[src/rtl/gate_sweep_pkg.sv]
// Shared types and sizes for the gate sweep sequencer.
// Optional checking is controlled by GATE_SWEEP_CHECK_EN (see gate_sweep_ctrl).
package gate_sweep_pkg;

    typedef enum logic [1:0] {
        IDLE   = 2'd0,
        DRIVE  = 2'd1,
        SAMPLE = 2'd2,
        DONE   = 2'd3
    } gs_state_t;

    localparam int GS_NUM_VEC = 4;
    localparam int GS_IDX_W   = 2;

endpackage

[src/rtl/gate_sweep_ctrl_if.sv]
// Host/gate-facing bundle of the sweep sequencer; the slave side is the sequencer.
// start/abort/expected are levels sampled on the rising clock edge; every output is registered.
interface gate_sweep_ctrl_if;
    logic                          start;
    logic                          abort;
    logic [3:0]                    expected;
    logic                          a;
    logic                          b;
    logic                          y;
    logic                          busy;
    logic                          done;
    logic [3:0]                    tt;
    logic                          pass;
    gate_sweep_pkg::gs_state_t     state;

    modport master (
        output start, abort, expected, y,
        input  a, b, busy, done, tt, pass, state
    );

    modport slave (
        input  start, abort, expected, y,
        output a, b, busy, done, tt, pass, state
    );
endinterface

[src/rtl/gate_sweep_settle_cnt.sv]
// Settle-time counter: synchronous clear has priority over enable;
// hit flags the last DRIVE cycle of a vector.
module gate_sweep_settle_cnt #(
    parameter int SETTLE_CYCLES = 2,
    parameter int CNT_W         = 4
) (
    input  logic clk,
    input  logic rst,
    input  logic clr,
    input  logic en,
    output logic hit
);
    logic [CNT_W-1:0] cnt_q;
    logic [CNT_W-1:0] cnt_d;

    always_comb begin
        cnt_d = cnt_q;
        if (clr) begin
            cnt_d = '0;
        end else if (en) begin
            cnt_d = cnt_q + CNT_W'(1);
        end
    end

    always_ff @(posedge clk or posedge rst) begin
        if (rst) begin
            cnt_q <= '0;
        end else begin
            cnt_q <= cnt_d;
        end
    end

    assign hit = (cnt_q == CNT_W'(SETTLE_CYCLES - 1));
endmodule

[src/rtl/gate_sweep_ctrl.sv]
// On-chip exhaustive sweep of a 2-input gate: drive 00/01/10/11, settle, sample y into tt.
// Define GATE_SWEEP_CHECK_EN to build the expected-table latch and the pass comparator.
module gate_sweep_ctrl
    import gate_sweep_pkg::*;
#(
    parameter int SETTLE_CYCLES = 2,
    parameter int CNT_W         = 4
) (
    input  logic               clk,
    input  logic               rst,
    gate_sweep_ctrl_if.slave   bus
);
    if ((SETTLE_CYCLES < 1) || (SETTLE_CYCLES >= (1 << CNT_W))) begin : g_bad_cfg
        $error("gate_sweep_ctrl: SETTLE_CYCLES must be in 1..2**CNT_W-1");
    end

    gs_state_t           state_q, state_d;
    logic [GS_IDX_W-1:0] idx_q, idx_d;
    logic                a_q, a_d, b_q, b_d;
    logic                busy_q, busy_d, done_q, done_d;
    logic [3:0]          tt_q, tt_d;
    logic                pass_q, pass_d;
    logic                cnt_clr, cnt_en, cnt_hit;

`ifdef GATE_SWEEP_CHECK_EN
    logic [3:0]          exp_q, exp_d;
`else
    logic                unused_expected;
    assign unused_expected = ^bus.expected;
`endif

    gate_sweep_settle_cnt #(
        .SETTLE_CYCLES (SETTLE_CYCLES),
        .CNT_W         (CNT_W)
    ) u_settle_cnt (
        .clk (clk),
        .rst (rst),
        .clr (cnt_clr),
        .en  (cnt_en),
        .hit (cnt_hit)
    );

    always_comb begin
        state_d = state_q;
        idx_d   = idx_q;
        a_d     = a_q;
        b_d     = b_q;
        busy_d  = busy_q;
        done_d  = 1'b0;
        tt_d    = tt_q;
        pass_d  = pass_q;
        cnt_clr = 1'b0;
        cnt_en  = 1'b0;
`ifdef GATE_SWEEP_CHECK_EN
        exp_d   = exp_q;
`endif
        case (state_q)
            IDLE: begin
                if (bus.start && !bus.abort) begin
                    state_d    = DRIVE;
                    idx_d      = '0;
                    {a_d, b_d} = 2'b00;
                    busy_d     = 1'b1;
                    tt_d       = '0;
                    pass_d     = 1'b0;
                    cnt_clr    = 1'b1;
`ifdef GATE_SWEEP_CHECK_EN
                    exp_d      = bus.expected;
`endif
                end
            end
            DRIVE, SAMPLE: begin
                if (bus.abort) begin
                    // Abort discards the partial table so a stale result is never visible.
                    state_d    = IDLE;
                    idx_d      = '0;
                    {a_d, b_d} = 2'b00;
                    busy_d     = 1'b0;
                    tt_d       = '0;
                    pass_d     = 1'b0;
                    cnt_clr    = 1'b1;
                end else if (state_q == DRIVE) begin
                    cnt_en = 1'b1;
                    if (cnt_hit) begin
                        state_d = SAMPLE;
                    end
                end else begin
                    tt_d[idx_q] = bus.y;
                    if (idx_q == GS_IDX_W'(GS_NUM_VEC - 1)) begin
                        state_d    = DONE;
                        {a_d, b_d} = 2'b00;
                        busy_d     = 1'b0;
                        done_d     = 1'b1;
`ifdef GATE_SWEEP_CHECK_EN
                        pass_d     = (tt_d == exp_q);
`else
                        pass_d     = 1'b0;
`endif
                    end else begin
                        state_d    = DRIVE;
                        idx_d      = idx_q + GS_IDX_W'(1);
                        {a_d, b_d} = idx_q + GS_IDX_W'(1);
                        cnt_clr    = 1'b1;
                    end
                end
            end
            default: begin
                state_d = IDLE;
            end
        endcase
    end

    always_ff @(posedge clk or posedge rst) begin
        if (rst) begin
            state_q <= IDLE;
            idx_q   <= '0;
            a_q     <= 1'b0;
            b_q     <= 1'b0;
            busy_q  <= 1'b0;
            done_q  <= 1'b0;
            tt_q    <= '0;
            pass_q  <= 1'b0;
        end else begin
            state_q <= state_d;
            idx_q   <= idx_d;
            a_q     <= a_d;
            b_q     <= b_d;
            busy_q  <= busy_d;
            done_q  <= done_d;
            tt_q    <= tt_d;
            pass_q  <= pass_d;
        end
    end

`ifdef GATE_SWEEP_CHECK_EN
    always_ff @(posedge clk or posedge rst) begin
        if (rst) begin
            exp_q <= '0;
        end else begin
            exp_q <= exp_d;
        end
    end
`endif

    assign bus.a     = a_q;
    assign bus.b     = b_q;
    assign bus.busy  = busy_q;
    assign bus.done  = done_q;
    assign bus.tt    = tt_q;
    assign bus.pass  = pass_q;
    assign bus.state = state_q;
endmodule

[src/flat_wrapper.sv]
// flat-port wrapper written by rule: the top's interface ports become plain ports
module gate_sweep_ctrl_flat import gate_sweep_pkg::*;
#(
    parameter int SETTLE_CYCLES = 2,
    parameter int CNT_W         = 4
)
  (clk, rst, bus_start, bus_abort, bus_expected, bus_y, bus_a, bus_b, bus_busy, bus_done, bus_tt, bus_pass, bus_state);
  gate_sweep_ctrl_if bus_i ();
  input  logic clk;
  input  logic rst;
  input wire logic [$bits(bus_i.start)-1:0] bus_start;
  input wire logic [$bits(bus_i.abort)-1:0] bus_abort;
  input wire logic [$bits(bus_i.expected)-1:0] bus_expected;
  input wire logic [$bits(bus_i.y)-1:0] bus_y;
  output wire logic [$bits(bus_i.a)-1:0] bus_a;
  output wire logic [$bits(bus_i.b)-1:0] bus_b;
  output wire logic [$bits(bus_i.busy)-1:0] bus_busy;
  output wire logic [$bits(bus_i.done)-1:0] bus_done;
  output wire logic [$bits(bus_i.tt)-1:0] bus_tt;
  output wire logic [$bits(bus_i.pass)-1:0] bus_pass;
  output wire logic [$bits(bus_i.state)-1:0] bus_state;
  assign bus_i.start = bus_start;
  assign bus_i.abort = bus_abort;
  assign bus_i.expected = bus_expected;
  assign bus_i.y = bus_y;
  assign bus_a = bus_i.a;
  assign bus_b = bus_i.b;
  assign bus_busy = bus_i.busy;
  assign bus_done = bus_i.done;
  assign bus_tt = bus_i.tt;
  assign bus_pass = bus_i.pass;
  assign bus_state = bus_i.state;
  gate_sweep_ctrl #(.SETTLE_CYCLES(SETTLE_CYCLES), .CNT_W(CNT_W)) u_core (.clk(clk), .rst(rst), .bus(bus_i));
endmodule
[config.mk]
export PLATFORM = sky130hd
export DESIGN_NAME = gate_sweep_ctrl_flat
export DESIGN_NICKNAME = d
export VERILOG_FILES = /design/src/rtl/gate_sweep_pkg.sv /design/src/rtl/gate_sweep_ctrl_if.sv /design/src/rtl/gate_sweep_settle_cnt.sv /design/src/rtl/gate_sweep_ctrl.sv /design/src/flat_wrapper.sv
export SDC_FILE = /design/constraint.sdc
export NUM_CORES = 1
export LEC_CHECK = 0
export ABC_CLOCK_PERIOD_IN_PS = 2400
export BUFFER_PORTS_ARGS = -buffer_cell sky130_fd_sc_hd__clkbuf_2
export CAP_MARGIN = 40
export CELL_PAD_IN_SITES_DETAIL_PLACEMENT = 0
export CELL_PAD_IN_SITES_GLOBAL_PLACEMENT = 2
export CORE_UTILIZATION = 30
export DETAILED_ROUTE_END_ITERATION = 8
export MAX_ROUTING_LAYER = met4
export PLACE_DENSITY = 0.78
export SYNTH_ARGS = -nofsm -noshare
export SYNTH_HDL_FRONTEND = slang
export SYNTH_HIERARCHICAL = 1
export SYNTH_SLANG_ARGS = --single-unit
[constraint.sdc]
create_clock -name clk -period 2.4 [get_ports clk]
set_input_delay 0.12 -clock clk [delete_from_list [all_inputs] [get_ports clk]]
set_output_delay 0.12 -clock clk [all_outputs]
set_load 0.1 [all_outputs]
# Word-level counts from Yosys, hierarchy flattened
# Cells that the tools add are included.
dict set report totals {
  wordCells 80
  in_bits 9
  output_inout_bits 11
  ff_bits 17
}
dict set report classes {
  reduce_logical 11
  magnitude_cmp 2
  n_eq_ne 9
  addsub 2
  n_mux 47
}
# operator n
set op_table {}
lappend op_table {{$mux W1} 23}
lappend op_table {{$mux W4} 5}
lappend op_table {{$mux W2} 9}
lappend op_table {{$pmux W1 S2} 5}
lappend op_table {{$pmux W2 S2} 2}
lappend op_table {{$pmux W4 S2} 1}
lappend op_table {{$reduce_and A4 Y1} 2}
lappend op_table {{$ne A3 B3 Y1 const B} 2}
lappend op_table {{$add A4 B1 Y4 const B} 1}
lappend op_table {{$bwmux W4} 1}
lappend op_table {{$eq A2 B2 Y1 const B} 2}
lappend op_table {{$eq A4 B1 Y1 const B} 1}
lappend op_table {{$ne A4 B3 Y1 const B} 1}
lappend op_table {{$reduce_bool A2 Y1} 2}
lappend op_table {{$lt A2 B3 Y1 const B} 1}
lappend op_table {{$ne A3 B2 Y1 const B} 1}
lappend op_table {{$reduce_and A3 Y1} 1}
lappend op_table {{$add A2 B1 Y2 const B} 1}
lappend op_table {{$demux W1 S2} 1}
lappend op_table {{$eq A2 B1 Y1 const B} 1}
lappend op_table {{$ge A2 B1 Y1 const B} 1}
lappend op_table {{$logic_and A1 B1 Y1} 2}
lappend op_table {{$logic_not A2 Y1} 1}
lappend op_table {{$ne A2 B1 Y1 const B} 1}
lappend op_table {{other kinds (3)} 3}

# Logic depth before layout (Yosys ltp)
# Gate-level depths: netlist of run 1.
dict set report depth {
  ltp_word 8
  depth_mapped 7
  ltp_nobuf 7
}

# Cells and area by module
# The synthesis of run 1 kept the hierarchy.
# mod cells_each n_inst seq_area_each_um2 area_each_um2
set by_module_without_submodules {}
lappend by_module_without_submodules {gate_sweep_ctrl 90 1 300.3 890.9}
lappend by_module_without_submodules {gate_sweep_settle_cnt 20 1 100.1 217.7}

# Least setup slack after synthesis of run 1
# OpenSTA, ideal clock, no wires.
dict set report synth_path {
  path_type {flip-flop to flip-flop}
  from {reg u_core.state_q[1] (netlist: u_core/bus.state[1])}
  to {reg u_core.u_settle_cnt.cnt_q[3]}
  required_ps 2275
  period_less_slack_ps 2392
  slack_ps 8
  setup_time_ps 125
  path_buffers 1
  arrival_time_ps 2267
  stages_incl_launch_ff 8
  cell_sequence {dfrtp_1 > inv_1 > ha_1 > buf_2 > nand2_1 > a21oi_1 > nor2b_1 > mux2_4}
}
dict set report synth_between {
  elab_chain_len 5
  word_cells_on_any_way 12
  cone_classes {2 x eq/ne; 7 x mux; 3 x reduce/logical}
}
# element line_no
set synth_lines {}
lappend synth_lines {{start: declaration} gate_sweep_ctrl.sv:17} ;# gs_state_t state_q, state_d;
lappend synth_lines {{start signal: assignment} gate_sweep_ctrl.sv:124} ;# state_q <= state_d;
lappend synth_lines {{$eq A2 B1 Y1} {gate_sweep_ctrl.sv:57, gate_sweep_ctrl.sv:82}}
lappend synth_lines {{$mux W1} gate_sweep_ctrl.sv:82} ;# end else if (state_q == DRIVE) begin
lappend synth_lines {{$mux W1} gate_sweep_ctrl.sv:73} ;# if (bus.abort) begin
lappend synth_lines {{$pmux W1 S2 (*)} gate_sweep_ctrl.sv:57} ;# case (state_q)
lappend synth_lines {{named net u_core.cnt_clr} gate_sweep_ctrl.sv:23} ;# logic cnt_clr, cnt_en, cnt_hit;
lappend synth_lines {{$mux W4 or $reduce_bool A2 Y1 (tied branches)} --}
lappend synth_lines {{end signal: assignment} gate_sweep_settle_cnt.sv:29} ;# cnt_q <= cnt_d;
lappend synth_lines {{end: declaration} gate_sweep_settle_cnt.sv:13} ;# logic [CNT_W-1:0] cnt_q;
# Mark *: on every way through the listed nets, which the timed path passes. The rest lies on a longest branch.
# A chain may end at the register's enable or synchronous reset.

# Worst setup path after layout of run 1
dict set report layout_path {
  from {reg u_core.state_q[0] (netlist: u_core/bus.state[0])}
  to {reg u_core.u_settle_cnt.cnt_q[3]}
}
# The elaborated chain is that of the path after synthesis.

==> metrics.md, run 1 <==
| Metric | Value |
|---|---|
| Post-Syn Area per Cell | `10.1 sq um` |
| Footprint of the multi-input gates | `596 sq um` |
| CTS H-Tree Depth | `1` |
| Setup TNS | `0 ps` |
| Antenna Violating Nets Remaining | `0` |
| Setup violations, final | `0` |
| Mux cell area share after synthesis | `between 5 and 6%` |
| Num Clock Sinks | `16` |
| Synth Register Bits | `16` |
| Layout area overhead | `14.3%` |
| Count of cell types in the netlist | `38` |
| Setup CP Type | `reg2reg` |
| FF+latch area | `approximately 400 sq um` |
| Post-Synthesis Cells | `110` |
| Total Nets Final | `approximately 140` |
| Adder-Cell Fraction of Synth Area | `a little under an eighth` |
| Most frequent cells in the layout | `17 x inv_1, 16 x dfrtp_1, 14 x clkbuf_2, 10 x ha_1` |
| Clk Latency, worst-skew pair | `between 200 and 300 ps` |
| Critical path startpoint | `u_core/bus.state[0]$_DFFE_PP0P_` |
| Relative slew slack | `a little under two thirds` |
| GP Congestion | `0.716` |
| Largest family of logic cells by synthesized area | `compound AO/OA/AOI/OAI gates` |
| CP cell instances | `inv_1 -> ha_1 -> nand2_1 -> a21oi_1 -> nor2b_1 -> mux2_4` |
| Deepest clock path buffer count | `2` |
| Register area share after synthesis | `36.1%` |
| Clk pin slew, worst setup/hold paths | `70 ps` |
| Non-filler cells in the finished layout | `between 150 and 200` |
| Initial drt markers | `16` |
| Initial antenna violation count | `0` |
| Xor and xnor fraction of the mapped netlist area | `less than 1%` |
| Crit-path max cell delay | `between 400 and 500 ps` |
| Die ar. | `~3900 sq um` |
| Outcome | `completed` |
| Crit path launch type | `flip-flop` |
| Clk_skew | `around 3.4 ps` |
| Post-Route WL | `~2300 microns` |
| Critical Path AT | `~2100 ps` |
| Main synth FF type | `dfrtp_1` |
| Slowest-stage cell, CP | `ha_1` |
| Max-cap violations | `0` |
| Number of global-route vias before repair | `between 800 and 900` |
| Crit path time final | `a little under 2000 ps` |
| Critical Path RT | `about 2500 ps` |
| Avg WL per Cell | `about 13 microns` |
| Post-Syn Area | `about 1100 sq um` |
| IO buf count | `14` |
| Dpl cells | `165` |
| Commonest non-fill, non-tap cell in the layout | `inv_1` |
| Fillers | `approximately 350` |
| Post-Synth Simple-Gate Area | `between 10% and 20%` |
| Syn_nets | `approximately 130` |
| Vias per cell | `approximately 4.9` |
| Ratio of cells with drive above 1 in the final layout | `around 23%` |
| Final Hold Slack | `between 200 and 300 ps` |
| Largest net degree at the start of global routing | `16` |
| Number of CTS-inserted buffers | `3` |
| Min-Delay Path Class | `in2async` |
| Starting density of the core | `about a third` |
| Height of the chip | `62.8 microns` |
| DR pass1 iterations | `4` |
| # DRC | `0` |
| Yosys warns | `6` |
| Total track usage | `13.1%` |
| Clk Tree Root Cell | `clkbuf_8` |
| CTS tree | `done` |
| First-pass GRT wire length | `slightly below 4000 microns` |
| FMAX | `514 MHz` |
| Actual slew at the worst max-slew pin | `about 540 ps` |
| Worst Path Max Fanout | `12` |
| Gr ovfl total | `0` |
| Worst setup EP type | `flip-flop` |
| Post-CTS setup buffer count | `0` |
| Max-slew violation count | `0` |
| Via Count | `~830` |
| Synth Area in Compound Gates | `around a fifth` |
| Post-CTS sizing | `0` |
| Hold Violations, Final | `0` |
| EDFF count, synth | `0` |
| RSZ-0062 raised after global routing | `false` |
| Die X | `62.8 microns` |
| Ant diodes | `0` |
| I/O pins | `20` |
| Row count | `21` |
| FF-to-FF Start | `u_core/bus.state[0]$_DFFE_PP0P_` |
| Final critical-path share of the clock period | `just over 80%` |
| Core Box Area | `3440 sq um` |
| Final Util | `a little under two fifths` |
| HPWL after detailed placement | `1660 microns` |
| Post-synth ARST share | `100%` |
area by class of cell:
type	instances	share of cell area [%]
Timing Repair Buffer	17	7.50
Tap cell	46	4.54
Clock buffer	4	4.34
Multi-Input combinational cell	70	47.0
Sequential cell	16	31.6
Inverter	17	5.03
metal layers:
layer	global-route usage, %	routed length (microns)	vias to the layer above
li1	-	-	413
met1	18.3	1170	393
met2	17.9	975	24
met3	2.37	92	4
met4	6.69	33	0
met5	-	0	-
path summary, 6_finish.rpt:
check / cells past startpoint / slack [ps] / endpoint
setup reg to reg: 6 / 460 / u_core/u_settle_cnt/cnt_q[3]$_DFFE_PP0P_
hold / removal: 3 / 280 / u_core/u_settle_cnt/cnt_q[3]$_DFFE_PP0P_
min in group clk: 4 / 310 / u_core/bus.tt[0]$_DFFE_PP0P_
hold reg to reg: 1 / 490 / u_core/bus.a$_DFFE_PP0P_
setup / recovery: 6 / 460 / u_core/u_settle_cnt/cnt_q[3]$_DFFE_PP0P_
max in group asynchronous: 3 / 1630 / u_core/bus.state[0]$_DFFE_PP0P_
cells in the mapped netlist (2+ instances only):
library cell / n / share of area [%]
o2bb2ai_1: 4 / 3.2
ha_1: 10 / 11
buf_6: 2 / 2.0
buf_2: 3 / 1.4
a211oi_1: 2 / 1.4
nand3b_1: 3 / 2.0
nand2b_1: 3 / 1.7
a21oi_1: 3 / 1.4
a2111oi_0: 4 / 3.2
nor2b_1: 4 / 2.3
inv_1: 17 / 5.8
o21ai_0: 2 / 0.90
nor3_1: 2 / 0.90
nor2_1: 5 / 1.7
mux2_1: 3 / 3.0
dfrtp_1: 16 / 36
nor3b_1: 5 / 3.4
o221ai_1: 2 / 1.6
state kept, by name, summed over array words and instances, names as in the netlist:
signal / count
u_core/bus.busy: 1
u_core/bus.tt: 4
u_core/bus.b: 1
u_core/bus.done: 1
u_core/bus.state: 2
u_core/idx_q: 2
u_core/u_settle_cnt/cnt_q: 4
u_core/bus.a: 1
cell families after synthesis:
family,Yosys count
multiplexers,5
XOR/XNOR,1
buffers and inverters,24
AND/OR/NAND/NOR,26
other,1
adder cells (fa/ha/maj),10
AO/OA/AOI/OAI,27
flip-flops,16
through the flow:
stage / worst slack [ps] / cell area, sq um
after global routing: 272 / 1270
final: 456 / 1270
after detailed placement: 484 / 1200
after floorplan: 7.60 / 1110
after CTS: 460 / 1270
after global placement: 513 / 1200
critical path: cells and delay by family, from the launching register on:
kind,cells,cell delay (ps)
adder cells (fa/ha/maj),1,490
AO/OA/AOI/OAI,1,390
flip-flops,1,440
multiplexers,1,270
buffers and inverters,1,70
AND/OR/NAND/NOR,2,180
what timing repair did:
item	CTS	global route
setup endpoints to repair	0	0
hold buffers	1	0
endpoints found under the hold margin	16	0
Power of run 1 is left out: the tool's default activity adds up to more than one toggle a clock period on the data nets, which glitch-free logic cannot reach.
==> run 2, diff against run 1 <==
Settings changed: ABC_CLOCK_PERIOD_IN_PS 2400 to 1840.
Clock period 2.4 ns to 1.84 ns, I/O delays scaled along.
==> run 2 against run 1 <==
Against the previous run: clock-buffer cell count is the same; sequential share of layout area shrank 1.0 points; final area grew 5.2%; utilization grew 1.9 points; non-clock buffer count grew 3; clock skew shrank 1.2 ps; routed wire length grew 2.6%; hold slack lost 15 ps; final cell count grew 1.8%; via count grew 1.3%.
==> metrics.md, run 2 (synthesis results as in run 1) <==
| Metric | Value |
|---|---|
| Outcome | `completed` |
| Row count | `21` |
| First-pass GRT wire length | `4000 microns` |
| Ant diodes | `0` |
| HPWL after detailed placement | `~1700 microns` |
| I/O pins | `20` |
| RSZ-0062 raised after global routing | `false` |
| Max-slew violation count | `0` |
| Clk_skew | `between 2 and 2.5 ps` |
| Die ar. | `a little under 4000 sq um` |
| Clk Latency, worst-skew pair | `between 200 and 300 ps` |
| Crit path launch type | `flip-flop` |
| Gr ovfl total | `0` |
| Core Box Area | `about 3400 sq um` |
| Final Instance Area | `1330 sq um` |
| IO buf count | `14` |
| Total track usage | `between 10% and 20%` |
| Final critical-path share of the clock period | `approximately 94%` |
| Hold Violations, Final | `0` |
| Height of the chip | `roughly 63 microns` |
| Layout area overhead | `20.3%` |
| Post-CTS setup buffer count | `0` |
| Crit path time final | `about 1700 ps` |
| Post-Route WL | `between 2000 and 2500 microns` |
| # DRC | `0` |
| Deepest clock path buffer count | `2` |
| Final Util | `between 30% and 40%` |
| CTS tree | `done` |
| Avg WL per Cell | `around 13 microns` |
| Starting density of the core | `32.2%` |
| Actual slew at the worst max-slew pin | `around 540 ps` |
| Most frequent cells in the layout | `15 x inv_1, 14 x clkbuf_2, 14 x dfrtp_1, 8 x ha_1` |
| Min-Delay Path Class | `in2async` |
| Setup violations, final | `0` |
| Met3 WL post-DR | `roughly 66 microns` |
| Slowest-stage cell, CP | `dfrtp_4` |
| Ratio of cells with drive above 1 in the final layout | `31.5%` |
| Relative slew slack | `between 60% and 70%` |
| Worst Path Max Fanout | `12` |
| Metal2 WL | `approximately 1000 microns` |
| DP Area | `1260 sq um` |
| FMAX | `between 500 and 600 MHz` |
| Clk Tree Root Cell | `clkbuf_8` |
| Worst setup EP type | `flip-flop` |
| Commonest non-fill, non-tap cell in the layout | `inv_1` |
| Initial antenna violation count | `0` |
| Antenna Violating Nets Remaining | `0` |
| Via Count | `approximately 850` |
| DR top layer | `met4` |
| Critical Path AT | `~1900 ps` |
| Max-cap violations | `0` |
| Num Clock Sinks | `16` |
| Wire length on met1 | `~1300 microns` |
| CP cell instances | `inv_2 -> ha_2 -> nor2b_4 -> buf_6 -> nand4_1 -> mux2_4` |
| GP Congestion | `0.733` |
| Vias per cell | `4.88` |
| Critical Path RT | `1970 ps` |
| Setup TNS | `0 ps` |
| Total Nets Final | `about 150` |
| Number of CTS-inserted buffers | `3` |
| Setup CP Type | `reg2reg` |
| Crit-path max cell delay | `around 500 ps` |
| Largest net degree at the start of global routing | `15` |
| Number of global-route vias before repair | `roughly 800` |
| R2R cell count | `6` |
| CTS H-Tree Depth | `1` |
| Die X | `about 63 microns` |
| Reg2reg setup slack | `~100 ps` |
| DR pass1 iterations | `4` |
| Clk pin slew, worst setup/hold paths | `roughly 60 ps` |
| Initial drt markers | `23` |
[run 2: cell count changes in the layout (fill, tap and decap cells not counted), moves of 2 or more]
cell / change
buf_4: +2
dfrtp_1: -2
dfrtp_4: +2
ha_1: -2
inv_1: -2
inv_2: +2
[run 2: worst paths after layout]
path	start	to
min	rst	u_core/u_settle_cnt/cnt_q[0]$_DFFE_PP0P_
max	u_core/bus.state[1]$_DFFE_PP0P_	u_core/u_settle_cnt/cnt_q[3]$_DFFE_PP0P_
min in group clk	bus_y	u_core/bus.tt[0]$_DFFE_PP0P_
max reg2reg	u_core/bus.state[1]$_DFFE_PP0P_	u_core/u_settle_cnt/cnt_q[3]$_DFFE_PP0P_
min reg2reg	u_core/bus.b$_DFFE_PP0P_	u_core/bus.b$_DFFE_PP0P_
max in group asynchronous	rst	u_core/bus.state[1]$_DFFE_PP0P_
[run 2: area by class of cell]
class                           count  area (sq um)
Clock buffer                        4          55.1
Timing Repair Buffer               20           121
Tap cell                           46          57.6
Multi-Input combinational cell     70           628
Fill cell                         352          2110
Inverter                           17          63.8
Sequential cell                    16           408
[run 2: per-layer routing]
layer,vias to the layer above,global-route usage (%)
met5,-,-
met4,0,6.10
met3,2,2.19
met2,13,17.8
met1,414,19.5
li1,416,-
[run 2: timing repair]
action / in CTS / in global routing
hold buffers: 1 / 0
resized for setup: 0 / 4
setup endpoints to repair: 0 / 6
endpoints found under the hold margin: 16 / 0
[run 2: critical path, delay by kind of cell, from the launching register on]
| family | cells | cell delay, ps |
|---|---|---|
| flip-flops | 1 | 490 |
| AND/OR/NAND/NOR | 2 | 310 |
| multiplexers | 1 | 310 |
| buffers and inverters | 2 | 270 |
| adder cells (fa/ha/maj) | 1 | 240 |
[run 2: per-stage QoR]
stage	hold slack [ps]	std cells	setup slack (ps)
floorplan	-142	110	4.75
finish	270	173	102
CTS	259	173	0.312
detailed placement	-17.4	168	10.0
global placement	-20.7	168	55.9
global route	278	173	19.0
Power of run 2 is left out for the same reason.
==> run 3, diff against run 2 <==
Settings changed: CTS_BUF_LIST set to sky130_fd_sc_hd__clkbuf_4.
==> run 3 against run 2 <==
Against the previous run: utilization fell by 0.87 points; routed wire length is 2.5% lower; clock skew about the same; flip-flop and latch count unchanged; largest cell class unchanged; highest routed layer unchanged.
==> metrics.md, run 3 (synthesis results as in run 1) <==
| Metric | Value |
|---|---|
| Fillers | `351` |
| Final critical-path share of the clock period | `between 90 and 100%` |
| Die ar. | `approximately 3900 sq um` |
| RSZ-0062 raised after global routing | `false` |
| Die X | `62.8 microns` |
| Most frequent cells in the layout | `15 x inv_1, 14 x clkbuf_2, 14 x dfrtp_1, 8 x ha_1` |
| FMAX | `around 580 MHz` |
| Critical path startpoint | `u_core/bus.state[0]$_DFFE_PP0P_` |
| Buf+Inv Stages, Crit Path | `1` |
| CTS H-Tree Depth | `1` |
| CTS tree | `done` |
| Clk pin slew, worst setup/hold paths | `100 ps` |
| Setup CP Type | `reg2reg` |
| Layout area overhead | `17.6%` |
| Core Box Area | `3440 sq um` |
| Max-slew violation count | `0` |
| HPWL after detailed placement | `about 1700 microns` |
| Number of CTS-inserted buffers | `3` |
| Antenna Violating Nets Remaining | `0` |
| Avg WL per Cell | `13.2 microns` |
| Deepest clock path buffer count | `2` |
| First-pass GRT wire length | `4020 microns` |
| Outcome | `completed` |
| Critical Path AT | `between 1500 and 2000 ps` |
| # DRC | `0` |
| Total track usage | `13.4%` |
| GP Congestion | `0.733` |
| DR pass1 iterations | `4` |
| Critical Path RT | `~2000 ps` |
| I/O pins | `20` |
| Starting density of the core | `around a third` |
| Crit path launch type | `flip-flop` |
| Min-Delay Path Class | `in2async` |
| Relative slew slack | `between 60 and 70%` |
| Total Nets Final | `~150` |
| Setup violations, final | `0` |
| Worst Path Max Fanout | `12` |
| Max-cap violations | `0` |
| Post-CTS setup buffer count | `0` |
| Gr ovfl total | `0` |
| Clk Latency, worst-skew pair | `280 ps` |
| Final Hold Slack | `223 ps` |
| Hold Violations, Final | `0` |
| Commonest non-fill, non-tap cell in the layout | `inv_1` |
| Actual slew at the worst max-slew pin | `542 ps` |
| Via Count | `roughly 850` |
| Crit path time final | `1730 ps` |
| Number of global-route vias before repair | `812` |
| Initial drt markers | `20` |
| Ratio of cells with drive above 1 in the final layout | `~31%` |
| Crit-path max cell delay | `520 ps` |
| Ant diodes | `0` |
| Num Clock Sinks | `16` |
| Largest net degree at the start of global routing | `15` |
| FF-to-FF Start | `u_core/bus.state[0]$_DFFE_PP0P_` |
| CP delay by family, top | `compound AO/OA/AOI/OAI gates` |
| Setup WS pre-CTS | `roughly 10 ps` |
| PnR worst setup slack | `around 110 ps` |
| Height of the chip | `roughly 63 microns` |
| Clk Tree Root Cell | `clkbuf_4` |
| IO buf count | `14` |
| Slowest-stage cell, CP | `dfrtp_4` |
| Worst setup EP type | `flip-flop` |
| Vias per cell | `approximately 5` |
| CP cell instances | `ha_2 -> nor2b_4 -> buf_6 -> a2111oi_0 -> o2bb2ai_1` |
| Final Util | `about 38%` |
| Initial antenna violation count | `0` |
| Setup TNS | `0 ps` |
| Post-Route WL | `2280 microns` |
| Row count | `21` |
| Clk_skew | `about 2.3 ps` |
[run 3: changes by cell type in the layout (fill, tap and decap cells not counted)]
cell / delta
a2111oi_0: +1
clkbuf_8: -4
clkbuf_4: +3
clkinv_1: +1
a2111oi_1: -1
[run 3: stage by stage]
| stage | cell area [sq um] | cells |
|---|---|---|
| 5_1_grt | 1300 | 173 |
| 3_3_place_gp | 1260 | 168 |
| 6_report | 1300 | 173 |
| 2_1_floorplan | 1140 | 110 |
| 4_1_cts | 1300 | 173 |
| 3_5_place_dp | 1260 | 168 |
[run 3: routing by layer]
metal	vias to the layer above	track usage [%]	share of wire, %	wire length (microns)
met3	2	2.19	5.0	113
met1	406	19.8	51	1160
met5	-	-	0	0
met4	0	5.23	0.66	15
met2	23	17.8	43	989
li1	417	-	-	-
[run 3: worst register-to-register path: stages, from the launching register on]
cell and delay [ps]:
dfrtp_4 520, ha_2 240, nor2b_4 140, buf_6 140
a2111oi_0 440, o2bb2ai_1 120
[run 3: what timing repair did]
action | in CTS | in global routing
gates resized for setup | 1 | 2
hold buffers | 1 | 0
endpoints found under the hold margin | 16 | 0
endpoints found under the setup margin | 1 | 5
[run 3: final timing paths]
path	to	slack (ps)	depth (start not counted)
worst max-delay path	u_core/bus.tt[0]$_DFFE_PP0P_	110	5
worst min-delay path	u_core/u_settle_cnt/cnt_q[2]$_DFFE_PP0P_	220	3
worst max register to register	u_core/bus.tt[0]$_DFFE_PP0P_	110	5
worst min register to register	u_core/bus.b$_DFFE_PP0P_	500	1
max in group asynchronous	u_core/bus.state[1]$_DFFE_PP0P_	1110	3
min in group clk	u_core/bus.tt[2]$_DFFE_PP0P_	230	4
[run 3: final cells by class]
class,instances,area (sq um),share of cell area [%]
tap,46,57.6,4.41
clock inverter,1,3.75,0.288
sequential,16,408,31.3
clock buffer,3,22.5,1.73
multi-input combinational,70,627,48.1
timing repair buffer,20,121,9.31
inverter,17,63.8,4.89
Power of run 3 is left out for the same reason.
